## src/rtl/hazard_ctrl.sv

```systemverilog
// Hazard/interrupt sequencer for the 8-bit 5-stage core: load-use stalls, branch flushes, IRQ drain+vector.
// Optional perf counters (stall_cnt/flush_cnt) are built only when HAZ_PERF_CNT_EN is defined.
module hazard_ctrl #(
    parameter int unsigned LOAD_STALL   = 1,
    parameter int unsigned DRAIN_CYCLES = 3,
    parameter int unsigned CNT_W        = 16
) (
    input  logic       clk,
    input  logic       rst,
    input  logic [1:0] id_ra,
    input  logic [1:0] id_rb,
    input  logic       id_uses_ra,
    input  logic       id_uses_rb,
    input  logic       ex_mem_read,
    input  logic       ex_reg_write,
    input  logic [1:0] ex_rd,
    input  logic       ex_branch_taken,
    input  logic       irq,
    output logic       pc_write_en,
    output logic       pc_sel_vector,
    output logic       if_id_write_en,
    output logic       if_id_flush,
    output logic       id_ex_flush,
    output logic       id_ex_bubble,
    output logic       irq_ack
`ifdef HAZ_PERF_CNT_EN
    ,
    output logic [CNT_W-1:0] stall_cnt,
    output logic [CNT_W-1:0] flush_cnt
`endif
);

    typedef enum logic [1:0] {RUN, STALL, DRAIN, VECTOR} state_t;

    localparam logic [2:0] STALL_INIT = 3'(LOAD_STALL - 1);
    localparam logic [2:0] DRAIN_INIT = 3'(DRAIN_CYCLES - 1);

    if (LOAD_STALL < 1 || LOAD_STALL > 3 || DRAIN_CYCLES < 1 || DRAIN_CYCLES > 7 || CNT_W < 1)
    begin : g_param_range
        $error("hazard_ctrl: parameter out of range");
    end

    state_t     state;
    logic [2:0] cnt;
    logic       irq_block;
    logic       load_use;
    logic       irq_take;

    assign load_use = ex_mem_read & ex_reg_write &
                      ((id_uses_ra & (id_ra == ex_rd)) | (id_uses_rb & (id_rb == ex_rd)));
    // irq_block holds off a second entry until the level request has been seen low after an ack
    assign irq_take = irq & ~irq_block;

    always_comb begin
        pc_write_en    = 1'b0;
        pc_sel_vector  = 1'b0;
        if_id_write_en = 1'b0;
        if_id_flush    = 1'b0;
        id_ex_flush    = 1'b0;
        id_ex_bubble   = 1'b0;
        irq_ack        = 1'b0;
        if (rst) begin
            case (state)
                RUN: begin
                    pc_write_en    = 1'b1;
                    if_id_write_en = 1'b1;
                    if (ex_branch_taken) begin
                        if_id_flush = 1'b1;
                        id_ex_flush = 1'b1;
                    end else if (load_use) begin
                        pc_write_en    = 1'b0;
                        if_id_write_en = 1'b0;
                        id_ex_bubble   = 1'b1;
                    end else if (irq_take) begin
                        pc_write_en = 1'b0;
                        if_id_flush = 1'b1;
                    end
                end
                STALL: begin
                    if (ex_branch_taken) begin
                        pc_write_en    = 1'b1;
                        if_id_write_en = 1'b1;
                        if_id_flush    = 1'b1;
                        id_ex_flush    = 1'b1;
                    end else begin
                        id_ex_bubble = 1'b1;
                    end
                end
                DRAIN: begin
                    if_id_write_en = 1'b1;
                    if_id_flush    = 1'b1;
                    if (ex_branch_taken) begin
                        pc_write_en = 1'b1;
                        id_ex_flush = 1'b1;
                    end
                end
                VECTOR: begin
                    irq_ack       = 1'b1;
                    pc_sel_vector = 1'b1;
                    pc_write_en   = 1'b1;
                    if_id_flush   = 1'b1;
                end
                default: ;
            endcase
        end
    end

    always_ff @(posedge clk or negedge rst) begin
        if (!rst) begin
            state     <= RUN;
            cnt       <= '0;
            irq_block <= 1'b0;
        end else begin
            irq_block <= irq_ack | (irq & irq_block);
            case (state)
                RUN: begin
                    if (ex_branch_taken) begin
                        state <= RUN;
                    end else if (load_use) begin
                        cnt <= STALL_INIT;
                        if (LOAD_STALL > 1) state <= STALL;
                    end else if (irq_take) begin
                        // the RUN cycle that samples irq is itself the first frozen cycle
                        cnt   <= DRAIN_INIT;
                        state <= (DRAIN_CYCLES > 1) ? DRAIN : VECTOR;
                    end
                end
                STALL: begin
                    if (ex_branch_taken) begin
                        state <= RUN;
                    end else begin
                        cnt <= cnt - 3'd1;
                        if (cnt <= 3'd1) state <= RUN;
                    end
                end
                DRAIN: begin
                    if (ex_branch_taken) begin
                        cnt <= DRAIN_INIT;
                    end else begin
                        cnt <= cnt - 3'd1;
                        if (cnt <= 3'd1) state <= VECTOR;
                    end
                end
                VECTOR: state <= RUN;
                default: state <= RUN;
            endcase
        end
    end

`ifdef HAZ_PERF_CNT_EN
    always_ff @(posedge clk or negedge rst) begin
        if (!rst) begin
            stall_cnt <= '0;
            flush_cnt <= '0;
        end else begin
            if (id_ex_bubble && stall_cnt != '1) stall_cnt <= stall_cnt + CNT_W'(1);
            if (id_ex_flush && flush_cnt != '1) flush_cnt <= flush_cnt + CNT_W'(1);
        end
    end
`endif

endmodule

```

## config.mk

```make
export PLATFORM = sky130hd
export DESIGN_NAME = hazard_ctrl
export DESIGN_NICKNAME = d
export VERILOG_FILES = /design/src/rtl/hazard_ctrl.sv
export SDC_FILE = /design/constraint.sdc
export NUM_CORES = 1
export LEC_CHECK = 0
export CORE_MARGIN = 8
export CORE_UTILIZATION = 45
export CTS_CLUSTER_SIZE = 10
export DETAILED_ROUTE_END_ITERATION = 7
export GPL_TIMING_DRIVEN = 0
export HOLD_SLACK_MARGIN = 0.15
export PLACE_DENSITY = 0.89
export SLEW_MARGIN = 15
export SYNTH_ARGS = -nofsm -noshare
export SYNTH_HDL_FRONTEND = slang
export SYNTH_SLANG_ARGS = --single-unit
```

## constraint.sdc

```tcl
create_clock -name clk -period 2.4 [get_ports clk]
set_input_delay 0.24 -clock clk [delete_from_list [all_inputs] [get_ports clk]]
set_output_delay 0.24 -clock clk [all_outputs]
set_load 0.05 [all_outputs]
```

==> out/results.txt <==
status -> finished clean
wire per inst -> 13.96 um
vias in the first global route -> 624
GP Congestion -> 0.8993
placed cell area -> 877.1 um^2
clk_skew -> 1.925 ps
Arr. time, crit path -> 1990 ps
GRT busiest layer -> met2
compound-cell area share of the yosys netlist -> 0.2983
Num CTS Buffers -> 3
DIE WIDTH -> 54.50 um
initial cell density of the core -> 0.4587
Root Buffer -> clkbuf_4
nets -> 131
CTS sink count -> 6
post-route cell area -> 892.1 um^2
Tot GR Track Use -> 0.1221
first-pass GRT wire length -> 2670 um
Seq/Total Area, Yosys -> 0.2251
final setup vio count -> 0
H-tree Lvls -> 1
xor/xnor share of the synthesized area -> 0.02627
core area -> 1454 um^2
most common cell after layout, fill and taps aside -> clkdlybuf4s50_1
Synth async-reset ratio -> 1.000
number of flops mapped to enable cells by yosys -> 0
CTS max path bufs -> 2
Synthesized Nets -> 107
final slew viol count -> 0
largest family of logic cells by synthesized area -> compound AO/OA/AOI/OAI gates
DP Cell Count -> 121
CTS clock-pin slew for the worst setup and hold paths -> 50 ps
largest net degree at the start of global routing -> 12
n_diodes -> 0
CTS tree -> yes
GR Util met3 -> 0.06250
initial antenna violation count -> 0
final hold violations -> 0
Synth Area in Simple Gates -> 0.2214
worst slack, placed -> -303.1 ps
RSZ-0062 raised after global routing -> no
number of DRC markers in iteration 0 -> 17
most frequent cells in the layout -> clkdlybuf4s50_1 (12), nand2_1 (9), inv_1 (8), nor2_1 (8), o21ai_0 (8)
top_reg_cell synth -> dfrtp_1
maximum vdd drop -> 711.7 uV
Critical Path Sink Type -> primary output
fin util -> 0.6136
DRC violations left -> 0
unique cell type count in the Yosys netlist -> 32
Slew @ Worst Pin -> 506.6 ps
Final Power -> 1.027 mW
mapped cell area -> 666.9 um^2
PnR worst setup slack -> 172.0 ps
Layout area overhead -> 33.77%
yosys warns -> 0
critical path class -> primary input to primary output
full die area -> 2970 um^2
Period minus WS final -> 2228 ps
hold_ws -> 310.2 ps
syn avg cell area -> 7.755 um^2
Max Cap Viol -> 0
clk_lat worst skew -> 250 ps
Rel. slew slack -> 0.6617
Synth Area in Adders -> 0.1313
worst-path fanout max -> 5
grt met2 use -> 0.2023
P per Cell Area -> 1152 nW/um^2
DRT Pass-1 Iters -> 4
Port Buf Inserts -> 19
path category of the worst min-delay check -> primary input to asynchronous set/reset pin
# IOs -> 21
cells after synthesis -> 86
WP data required -> 2160 ps
met1 Resource Use GR -> 0.1318
die height -> 54.50 um
fin cells -> 124
TNS Setup -> 0 ps
Final Cycle Share -> 0.9283
vias -> 692
num rows -> 14
FMAX -> 448.8 MHz
startpoint types -> primary input
GRT overflow -> 0
Detail Placement HPWL -> 1409 um
Via density -> 5.581
Synth Register Bits -> 6
Filler Cell Count -> 138
leak pwr -> 0.4520 nW
multiplexer share of the synthesized area -> 0.03377
Routed Antenna Nets -> 0
share of post-route cells with drive strength above 1 -> 0.1296
final wirelength -> 1731 um
==> synth_stat cells (2+ instances only) <==
cell,number,area (um^2)
a211oi_2,2,25.02
a21oi_1,5,25.02
a311o_1,2,20.02
dfrtp_1,6,150.1
ha_1,7,87.58
inv_1,8,30.03
nand2_1,9,33.78
nand2b_1,4,25.02
nand3_1,3,15.01
nor2_1,8,30.03
o21ai_0,9,45.04
or2_1,2,12.51
xor2_1,2,17.52
==> layer usage <==
layer,share of wire,vias up,wire length (um)
li1,-,347,-
met1,0.40,310,692
met2,0.51,33,885
met3,0.083,2,144
met4,0.0046,0,8
met5,0,-,0
==> cell families (layout without fill, tap and decap cells) <==
| group | Yosys count | after routing |
|---|---|---|
| AO/OA/AOI/OAI | 28 | 28 |
| XOR/XNOR | 2 | 2 |
| adder cells (fa/ha/maj) | 7 | 7 |
| buffers and inverters | 10 | 32 |
| flip-flops | 6 | 6 |
| multiplexers | 2 | 2 |
| AND/OR/NAND/NOR | 31 | 31 |
==> area by class of cell <==
cell class	count	area (um^2)	area share
Buffer	2	12.51	0.01403
Timing Repair Buffer	19	180.2	0.2020
Inverter	8	30.03	0.03366
Clock buffer	3	22.52	0.02525
Tap cell	16	20.02	0.02244
Multi-Input combinational cell	70	476.7	0.5344
Sequential cell	6	150.1	0.1683
==> power breakdown <==
| part | internal (mW) | total, mW | switching (mW) |
|---|---|---|---|
| logic | 0.290 | 0.741 | 0.451 |
| registers | 0.149 | 0.192 | 0.0432 |
| clock network | 0.0567 | 0.0948 | 0.0382 |
==> repair_timing <==
| action | in CTS | in global routing |
|---|---|---|
| setup buffers | 0 | 0 |
| endpoints found under the setup margin | 5 | 6 |
| hold buffers | 0 | 0 |
| pin swaps | 0 | 0 |
| resized for setup | 8 | 9 |
==> critical path: stages <==
cell	delay [ps]
clkdlybuf4s50_1	510
xor2_1	180
a211oi_2	80
nor2_1	320
o21ai_1	120
a21oi_1	150
clkdlybuf4s15_2	390
==> worst paths after layout <==
path                                        end  depth (start not counted)            startpoint  slack, ps
setup / recovery                 if_id_write_en                          7              ex_rd[0]        170
hold / removal             state[0]$_DFFE_PN0P_                          1                   rst        310
setup reg to reg             cnt[2]$_DFFE_PN0P_                          7  state[0]$_DFFE_PN0P_        460
hold reg to reg             irq_block$_DFF_PN0_                          1   irq_block$_DFF_PN0_        470
max in group asynchronous    cnt[1]$_DFFE_PN0P_                          1                   rst       1780
min in group clk            irq_block$_DFF_PN0_                          1   irq_block$_DFF_PN0_        470
==> sequential cells by signal (all words and copies together) (netlist names) <==
register,cells
cnt,3
irq_block,1
state,2
(Power assumes the default switching activity.)
